$ cat config.mk
export PLATFORM = sky130hd
export DESIGN_NAME = booth_mul_stream_ctrl_flat
export DESIGN_NICKNAME = d
export VERILOG_FILES = /design/src/rtl/booth_mul_stream_ctrl_if.sv /design/src/rtl/booth_mul_stream_ctrl.sv /design/src/flat_wrapper.sv
export SDC_FILE = /design/constraint.sdc
export NUM_CORES = 1
export LEC_CHECK = 0
export BUFFER_PORTS_ARGS = -buffer_cell sky130_fd_sc_hd__buf_2
export CORE_MARGIN = 4
export CORE_UTILIZATION = 45
export DETAILED_ROUTE_END_ITERATION = 8
export PLACE_DENSITY = 0.72
export SYNTH_ARGS = -nofsm -noshare
export SYNTH_HDL_FRONTEND = slang
export SYNTH_SLANG_ARGS = --single-unit
export TNS_END_PERCENT = 100
$ cat constraint.sdc
create_clock -name sys_clk -period 5.01 [get_ports sys_clk]
set_input_delay 0.501 -clock sys_clk [delete_from_list [all_inputs] [get_ports sys_clk]]
set_output_delay 0.501 -clock sys_clk [all_outputs]
set_load 0.03 [all_outputs]
$ cat src/rtl/booth_mul_stream_ctrl_if.sv
`default_nettype none
// ============================================================================
// Module   : booth_mul_stream_ctrl_if
// Brief    : Operand-in / product-out valid-ready stream bundle.
// Revision : 1.0
// ============================================================================
interface booth_mul_stream_ctrl_if #(
  parameter int LENGTH = 32
);
  logic                  s_valid;
  logic                  s_ready;
  logic [LENGTH-1:0]     s_a;
  logic [LENGTH-1:0]     s_b;
  logic                  m_valid;
  logic                  m_ready;
  logic [2*LENGTH-1:0]   m_p;

  modport master (
    output s_valid, s_a, s_b, m_ready,
    input  s_ready, m_valid, m_p
  );

  modport slave (
    input  s_valid, s_a, s_b, m_ready,
    output s_ready, m_valid, m_p
  );
endinterface
`default_nettype wire

$ cat src/rtl/booth_mul_stream_ctrl.sv
`default_nettype none
// ============================================================================
// Module   : booth_mul_stream_ctrl
// Brief    : Credit-based stream controller around a fixed-latency pipelined
//            signed Booth multiplier. Optional counters: BOOTH_STREAM_STATS_EN.
// Revision : 1.0
// ============================================================================
module booth_mul_stream_ctrl #(
  parameter int LENGTH     = 32,
  parameter int MUL_LAT    = 4,
  parameter int FIFO_DEPTH = 8
) (
  input  wire logic                 sys_clk,
  input  wire logic                 sys_rst_n,
  booth_mul_stream_ctrl_if.slave    strm,
  output logic [LENGTH-1:0]         mul_a,
  output logic [LENGTH-1:0]         mul_b,
  input  wire logic [2*LENGTH-1:0]  mul_p,
  input  wire logic                 flush_req,
  output logic                      flush_done,
  output logic                      busy
`ifdef BOOTH_STREAM_STATS_EN
  ,
  output logic [31:0]               op_cnt,
  output logic [31:0]               stall_cnt
`endif
);

  localparam int c_aw = $clog2(FIFO_DEPTH);
  localparam int c_cw = c_aw + 1;
  localparam logic [c_cw-1:0] c_depth = c_cw'(FIFO_DEPTH);

  typedef enum logic [1:0] {
    ST_RUN   = 2'd0,
    ST_DRAIN = 2'd1,
    ST_CLEAR = 2'd2
  } state_t;

  state_t                r_state;
  logic [MUL_LAT-1:0]    r_vpipe;
  logic [2*LENGTH-1:0]   r_mem [FIFO_DEPTH];
  logic [c_aw-1:0]       r_wr_ptr;
  logic [c_aw-1:0]       r_rd_ptr;
  logic [c_cw-1:0]       r_fcnt;
  logic [c_cw-1:0]       r_cnt;
  logic                  r_s_ready;
  logic                  r_m_valid;
  logic [2*LENGTH-1:0]   r_m_p;
  logic                  r_flush_done;
  logic                  r_busy;

  logic                  w_issue;
  logic                  w_push;
  logic                  w_pop;
  logic [MUL_LAT-1:0]    w_vpipe_nxt;
  state_t                w_state_nxt;
  logic [c_aw-1:0]       w_wr_ptr_nxt;
  logic [c_aw-1:0]       w_rd_ptr_nxt;
  logic [c_cw-1:0]       w_fcnt_nxt;
  logic [c_cw-1:0]       w_cnt_nxt;
  logic [c_cw-1:0]       w_fill_after_pop;
  logic [2*LENGTH-1:0]   w_head_nxt;
  logic                  w_m_valid_nxt;

  assign mul_a        = strm.s_a;
  assign mul_b        = strm.s_b;
  assign strm.s_ready = r_s_ready;
  assign strm.m_valid = r_m_valid;
  assign strm.m_p     = r_m_p;
  assign flush_done   = r_flush_done;
  assign busy         = r_busy;

  assign w_issue = strm.s_valid & r_s_ready;
  assign w_push  = r_vpipe[MUL_LAT-1];
  assign w_pop   = r_m_valid & strm.m_ready;

  generate
    if (MUL_LAT == 1) begin : g_vpipe_one
      assign w_vpipe_nxt = w_issue;
    end else begin : g_vpipe_shift
      assign w_vpipe_nxt = {r_vpipe[MUL_LAT-2:0], w_issue};
    end
  endgenerate

  always_comb begin
    w_state_nxt = r_state;
    case (r_state)
      ST_RUN:   if (flush_req) w_state_nxt = ST_DRAIN;
      ST_DRAIN: if (r_vpipe == '0) w_state_nxt = ST_CLEAR;
      default:  w_state_nxt = ST_RUN;
    endcase
  end

  always_comb begin
    w_wr_ptr_nxt     = r_wr_ptr + c_aw'(w_push);
    w_rd_ptr_nxt     = r_rd_ptr + c_aw'(w_pop);
    w_fcnt_nxt       = r_fcnt + c_cw'(w_push) - c_cw'(w_pop);
    w_cnt_nxt        = r_cnt + c_cw'(w_issue) - c_cw'(w_pop);
    w_fill_after_pop = r_fcnt - c_cw'(w_pop);
    // When the FIFO would be empty after the pop, the only possible new head
    // is the product being written on this very edge.
    w_head_nxt       = (w_fill_after_pop == '0) ? mul_p : r_mem[w_rd_ptr_nxt];
    if (r_state == ST_CLEAR) begin
      w_wr_ptr_nxt = '0;
      w_rd_ptr_nxt = '0;
      w_fcnt_nxt   = '0;
      w_cnt_nxt    = '0;
    end
    w_m_valid_nxt = (w_state_nxt != ST_CLEAR) && (w_fcnt_nxt != '0);
  end

  always_ff @(posedge sys_clk) begin
    if (w_push) r_mem[r_wr_ptr] <= mul_p;
  end

  always_ff @(posedge sys_clk or negedge sys_rst_n) begin
    if (!sys_rst_n) begin
      r_state      <= ST_RUN;
      r_vpipe      <= '0;
      r_wr_ptr     <= '0;
      r_rd_ptr     <= '0;
      r_fcnt       <= '0;
      r_cnt        <= '0;
      r_s_ready    <= 1'b0;
      r_m_valid    <= 1'b0;
      r_m_p        <= '0;
      r_flush_done <= 1'b0;
      r_busy       <= 1'b0;
    end else begin
      r_state      <= w_state_nxt;
      r_vpipe      <= w_vpipe_nxt;
      r_wr_ptr     <= w_wr_ptr_nxt;
      r_rd_ptr     <= w_rd_ptr_nxt;
      r_fcnt       <= w_fcnt_nxt;
      r_cnt        <= w_cnt_nxt;
      r_s_ready    <= (w_state_nxt == ST_RUN) && (w_cnt_nxt < c_depth);
      r_m_valid    <= w_m_valid_nxt;
      if (w_m_valid_nxt) r_m_p <= w_head_nxt;
      r_flush_done <= (w_state_nxt == ST_CLEAR);
      r_busy       <= (w_cnt_nxt != '0) || (w_state_nxt != ST_RUN);
    end
  end

`ifdef BOOTH_STREAM_STATS_EN
  always_ff @(posedge sys_clk or negedge sys_rst_n) begin
    if (!sys_rst_n) begin
      op_cnt    <= '0;
      stall_cnt <= '0;
    end else begin
      if (w_pop) op_cnt <= op_cnt + 32'd1;
      if (strm.s_valid && !r_s_ready) stall_cnt <= stall_cnt + 32'd1;
    end
  end
`endif

endmodule
`default_nettype wire
$ cat src/flat_wrapper.sv
// flat-port wrapper written by rule: the top's interface ports become plain ports
module booth_mul_stream_ctrl_flat 
#(
  parameter int LENGTH     = 32,
  parameter int MUL_LAT    = 4,
  parameter int FIFO_DEPTH = 8
)
  (sys_clk, sys_rst_n, mul_a, mul_b, mul_p, flush_req, flush_done, busy, strm_s_valid, strm_s_a, strm_s_b, strm_m_ready, strm_s_ready, strm_m_valid, strm_m_p);
  booth_mul_stream_ctrl_if #(.LENGTH(LENGTH)) strm_i ();
  input  wire logic sys_clk;
  input  wire logic sys_rst_n;
  output logic [LENGTH-1:0] mul_a;
  output logic [LENGTH-1:0] mul_b;
  input  wire logic [2*LENGTH-1:0] mul_p;
  input  wire logic flush_req;
  output logic flush_done;
  output logic busy;
  input wire logic [$bits(strm_i.s_valid)-1:0] strm_s_valid;
  input wire logic [$bits(strm_i.s_a)-1:0] strm_s_a;
  input wire logic [$bits(strm_i.s_b)-1:0] strm_s_b;
  input wire logic [$bits(strm_i.m_ready)-1:0] strm_m_ready;
  output wire logic [$bits(strm_i.s_ready)-1:0] strm_s_ready;
  output wire logic [$bits(strm_i.m_valid)-1:0] strm_m_valid;
  output wire logic [$bits(strm_i.m_p)-1:0] strm_m_p;
  assign strm_i.s_valid = strm_s_valid;
  assign strm_i.s_a = strm_s_a;
  assign strm_i.s_b = strm_s_b;
  assign strm_i.m_ready = strm_m_ready;
  assign strm_s_ready = strm_i.s_ready;
  assign strm_m_valid = strm_i.m_valid;
  assign strm_m_p = strm_i.m_p;
  booth_mul_stream_ctrl #(.LENGTH(LENGTH), .MUL_LAT(MUL_LAT), .FIFO_DEPTH(FIFO_DEPTH)) u_core (.sys_clk(sys_clk), .sys_rst_n(sys_rst_n), .strm(strm_i), .mul_a(mul_a), .mul_b(mul_b), .mul_p(mul_p), .flush_req(flush_req), .flush_done(flush_done), .busy(busy));
endmodule
==> flow_summary.ini, run 1 <==
[sta]
finalSetupTns_ns = 0
whs_ns = 0.0253
fmax_mhz = 297
finClkSkew_ns = 0.0252
rsz0062_at_grt = no
post-route-min-period_ns = 3.37
drv_slew = 0
final-setup-viol-count = 0
tightest_slew_ns = 1.19
fin_crit_sh_pct = 67.3
hold_violations = 0
maxSlewHeadroom_pct = 20.4

[final_layout]
drive_gt1_share_pct = 16.9
postLayoutCellArea_um2 = 26800
area_delta_synth_final_pct = 12.8
final_common_cell = edfxtp_1
fillers = 4174
nets = 1709
mostFrequentLayoutCells = edfxtp_1, mux2i_1, buf_2
fin_cells = 2302

[placement]
numPortBuffers = 136
post_dp_cell_area_um2 = 24900
dp.cells = 2191
dp_hpwl_mm = 29.4
gp_congestion = 0.710

[setup_path]
rrSetupSlack_ns = 1.64
cp.buffers_inverters = 2
cp-end-kind = register
worstSetupPathType = reg -> reg
critPathRequiredTime_ns = 5.45
critPathSlowestCell = and2_2
path_delay_family = simple AND/OR/NAND/NOR gates
path_cells = nand2_1 > inv_1 > ha_1 > ha_4 > xnor2_1 > and2_2 > buf_4 > a22oi_1 > nand3_1 > a31oi_1
cp_max_fo = 31
critPathLaunchType = register
worstPathArrival_ns = 3.81
max_stage_delay_ns = 0.88

[floorplanning]
start_util_pct = 45.4
die_height_um = 238
num_rows = 84
dieArea_um2 = 56600
core-area_um2 = 52400
ios = 265
die_x_um = 238

[clock_network]
cts-htree-levels = 2
cts.reportedPaths.clkPinSlew_ns = 0.06
clock_sinks = 600
clk_latency_ns = 0.62
cts_resized = 0
cts_tree = done
cts_made_buffers = 57
post_cts_buffers = 0
clockBufferDepth = 3
root_buffer = clkbuf_16
ctsHoldBuffers = 0

[drt]
met1_length_mm = 22.5
route.met3.wl_mm = 3.61
wl_met2_mm = 26.5
dr.pass1.iters = 5
routed.top_layer = met5
drc = 0
vias_per_cell = 5.61
ant_nets = 0
wl_mm = 54.4
drt_iter0_markers = 1047
route.vias.total = 12900
wl_per_cell_um = 23.6

[logic_synthesis]
syn_area_um2 = 23800
syn_nets = 1630
synth_cell_types = 32
yosysSeqAreaShare_pct = 73.9
yosysWarnings = 0
ys_ff_latch = 600
ys.flop_type = edfxtp_1
synth.avg_cell_area_um2 = 16.0
synth_edf_count = 512
synthArstFlopShare_pct = 14.7
synth_cells = 1483

[global_route]
grt_pass1_vias = 13000
grt-ovfl-total = 0
grt_pass1_wl_mm = 81.2
grt_max_degree = 90
grt.total_usage_pct = 18.8
antenna_found_initial = 10

[flow_run]
cap_viol_max_count = 0

[power_and_ir_drop]
p_per_area_nw_per_um2 = 645
ir_drop_mv = 0.477
leakage_nw = 9.53
power_mw = 17.3

[worst_hold_path]
hold_class = in -> async

[status]
status = finished, final reports clean
per-layer routing:
layer  vias to the layer above  global-route usage, %
met1                      6505                   25.4
li1                       5813                      -
met5                         -                      0
met2                       452                   30.8
met4                         8                   6.88
met3                       147                   3.70
state kept, by name, summed over array words and instances (netlist names):
| signal | cells |
|---|---|
| u_core.busy | 1 |
| u_core.flush_done | 1 |
| u_core.r_cnt | 4 |
| u_core.r_fcnt | 4 |
| u_core.r_mem | 512 |
| u_core.r_rd_ptr | 3 |
| u_core.r_state | 2 |
| u_core.r_vpipe | 4 |
| u_core.r_wr_ptr | 3 |
| u_core.strm.m_p | 64 |
| u_core.strm.m_valid | 1 |
| u_core.strm.s_ready | 1 |
Yosys cell counts (2+ instances only):
master | number | area (um2)
ha_1 | 12 | 150
xor2_1 | 3 | 26.3
mux2i_1 | 256 | 2560
nor2_1 | 79 | 297
inv_1 | 6 | 22.5
a22oi_1 | 128 | 961
or2_2 | 2 | 12.5
a21o_1 | 2 | 15.0
nand3_1 | 65 | 325
clkbuf_1 | 48 | 180
nand2b_1 | 3 | 18.8
buf_4 | 70 | 526
nand2_1 | 75 | 282
and2_1 | 4 | 25.0
a31oi_1 | 64 | 400
nor2b_1 | 13 | 81.3
or4_1 | 2 | 15.0
edfxtp_1 | 512 | 15400
nor3_1 | 5 | 25.0
buf_1 | 10 | 37.5
fa_1 | 2 | 40.0
a21oi_1 | 2 | 10.0
dfrtp_1 | 88 | 2200
buf_2 | 20 | 100
xnor2_1 | 5 | 43.8
cell families (layout without fill, tap and decap cells):
family	after synthesis	in the layout	share of synthesized area, %
fa+ha+maj	14	14	0.799
compound gates	201	201	6.01
buf+inv	154	279	3.64
xor+xnor	8	8	0.295
flops	600	600	73.9
other cells	0	6	0
simple gates	250	250	4.61
mux	256	256	10.8
power breakdown:
part           internal, mW  switching (mW)
clock network          2.52            1.79
logic                  2.43            4.19
registers              6.06           0.305
stage by stage:
step | util [%] | setup WS, ns
floorplan | - | 1.22
global placement | 47.5 | 1.55
finish | 51.2 | 1.64
detailed placement | 47.5 | 1.43
global route | 51.2 | 1.40
CTS | 51.1 | 1.60
layout make-up:
class                      instances  area, um2  area share, %
multi-input combinational        729       5470           20.4
clock inverter                    29        318           1.18
clock buffer                      76       1580           5.88
antenna                            6       15.0         0.0559
tap                              688        861           3.21
sequential                       600      17600           65.5
timing repair buffer             168        998           3.72
inverter                           6       22.5         0.0839
final timing paths:
check / startpoint / end / depth (start not counted)
setup / recovery: u_core.strm.m_valid / u_core.strm.m_p[3] / 10
hold / removal: sys_rst_n / u_core.strm.s_ready / 1
setup reg to reg: u_core.strm.m_valid / u_core.strm.m_p[3] / 10
hold reg to reg: u_core.r_vpipe[0] / u_core.r_vpipe[1] / 0
max in group asynchronous: sys_rst_n / u_core.strm.m_p[7] / 2
min in group sys_clk: mul_p[42] / u_core.r_mem[5][42] / 1
Note: power is estimated with default switching activity, not from simulation.
==> run 2: changes to the inputs <==
Clock period 5.01 ns to 3.1 ns, I/O delays scaled along.
==> run 2 against run 1 <==
Routed wire length is 3.1% higher. Die area stayed put. Non-clock buffer count is 89 higher. Global-route usage is 0.19 points higher. Worst setup slack worse by 1.5 ns. Largest power group unchanged. Final area is 3.6% higher. Clock power is 57% higher. First-iteration DRC count is 15% higher. Flip-flop and latch count stayed put. Fmax is 12% higher. Cell count is 3.8% higher.
==> flow_summary.ini, run 2 (synthesis results as in run 1) <==
[sta]
fin_crit_sh_pct = 97.1
final-setup-viol-count = 0
maxSlewHeadroom_pct = 34.9
drv_slew = 0
fmax_mhz = 332
whs_ns = 0.337
post-route-min-period_ns = 3.01
tightest_slew_ns = 0.976
hold_violations = 0
finClkSkew_ns = 0.0214

[setup_path]
critPathLaunchType = register
r2r-end = u_core.strm.m_p[62]
cp_max_fo = 37
worstSetupPathType = reg -> reg
worstPathArrival_ns = 3.55
critPathRequiredTime_ns = 3.64
cp-end-kind = register
startpoint = u_core.strm.m_valid
r2r-start = u_core.strm.m_valid
rr_worst_depth = 10
rrSetupSlack_ns = 0.09

[clock_network]
cts.reportedPaths.clkPinSlew_ns = 0.06
cts_tree = done
clock_sinks = 600
cts-htree-levels = 2
clk_latency_ns = 0.62
root_buffer = clkbuf_16
cts_made_buffers = 57
clockBufferDepth = 3

[placement]
post_dp_cell_area_um2 = 25200
dp_hpwl_mm = 29.7
numPortBuffers = 136
gp_congestion = 0.751

[final_layout]
fillers = 4098
final_common_cell = edfxtp_1
largest_reg_flops = 512
nets = 1798
area_delta_synth_final_pct = 16.9
drive_gt1_share_pct = 17.5
postLayoutCellArea_um2 = 27800
top_register = u_core.r_mem
mostFrequentLayoutCells = edfxtp_1, mux2i_1, buf_2

[drt]
route.vias.total = 13400
drc = 0
ant_nets = 0
drt_iter0_markers = 1204
vias_per_cell = 5.62
wl_mm = 56.1
dr.pass1.iters = 5
wl_per_cell_um = 23.5

[worst_hold_path]
hp-start = strm_m_ready
hold_class = in -> reg
holdPathEnd = u_core.r_fcnt[0]
min_path_cells = 6

[power_and_ir_drop]
leakage_nw = 9.95
p_per_area_nw_per_um2 = 1030
net-switching-power_mw = 10.6
ir_drop_mv = 0.677
power_frac_comb_pct = 40.6
seqPwrFrac_pct = 35.8
clockPowerShare_pct = 23.6
internal_power_mw = 18.2
switching_share_pct = 36.8

[floorplanning]
num_rows = 84
start_util_pct = 45.4
die_x_um = 238
die_height_um = 238
ios = 265
core-area_um2 = 52400
dieArea_um2 = 56600

[global_route]
antenna_found_initial = 4
grt-ovfl-total = 0
grt.total_usage_pct = 19.0
grt_pass1_wl_mm = 82.5
grt_pass1_vias = 13500
grt_max_degree = 75

[status]
status = finished, final reports clean

[flow_run]
cap_viol_max_count = 0
run 2: cell count changes in the layout (fill, tap and decap cells not counted), moves of 2 or more:
cell,before,now
clkbuf_1,12,15
bufinv_16,6,3
inv_6,0,4
buf_12,6,18
diode_2,6,3
buf_4,27,33
clkbuf_8,6,8
clkinv_1,7,4
dlygate4sd3_1,0,67
run 2: worst max path at each step:
stage	to	slack [ns]	cells after the start
finish	u_core.strm.m_p[62]	0.09	10
CTS	u_core.strm.m_p[43]	0.10	10
floorplan	u_core.r_mem[2][0]	-0.69	2
global route	u_core.strm.m_p[25]	-0.02	11
global placement	u_core.strm.m_p[46]	0.20	11
detailed placement	u_core.strm.m_p[54]	0.1	10
run 2: power groups by stage:
stage	Clock, mW	Combinational (mW)	Sequential, mW
2_1_floorplan	0	7.16	11.2
3_3_place_gp	0	10.9	10.4
3_5_place_dp	0	11.2	10.5
4_1_cts	6.94	11.3	10.3
5_1_grt	7.27	12.5	10.4
6_report	6.79	11.7	10.3
run 2: metrics by stage:
step | worst slack [ns] | TNS [ns] | utilization (%) | std cells | power [mW]
2_1_floorplan | -0.687 | -263.53 | - | 1483 | 18.3
3_3_place_gp | 0.200 | 0 | 48.1 | 2208 | 21.3
3_5_place_dp | 0.0986 | 0 | 48.1 | 2208 | 21.7
4_1_cts | 0.104 | 0 | 52.9 | 2382 | 28.6
5_1_grt | -0.0214 | -0.0481 | 53.0 | 2390 | 30.2
6_report | 0.0902 | 0 | 53.0 | 2390 | 28.8
run 2: repair_timing:
action	4_1_cts	5_1_grt
setup endpoints to repair	0	19
gates resized for setup	0	6
endpoints found under the hold margin	607	0
setup buffers	0	3
hold buffers	67	0
run 2: worst max-delay path: stages (launching register included):
cell,delay (ns)
dfrtp_1,0.40
nand2_2,0.10
or2_2,0.32
ha_1,0.27
and3b_1,0.20
or4_4,0.55
a311oi_4,0.35
buf_4,0.21
buf_8,0.31
nor2_1,0.08
a31oi_1,0.14
run 2: final cells by class:
type,count,area [um2],share of cell area (%)
sequential,600,17600,63.2
multi-input combinational,729,5480,19.7
antenna,3,7.51,0.0270
inverter,6,22.5,0.0810
clock inverter,27,246,0.886
clock buffer,80,1590,5.73
timing repair buffer,257,2030,7.30
tap,688,861,3.10
run 2: routing by layer:
metal	share of wire, %	track usage (%)	vias to the layer above
met4	3.6	7.54	2
met5	0.023	0	-
met2	48	30.6	522
met3	7.2	3.53	167
met1	42	26.0	6749
li1	-	-	5986
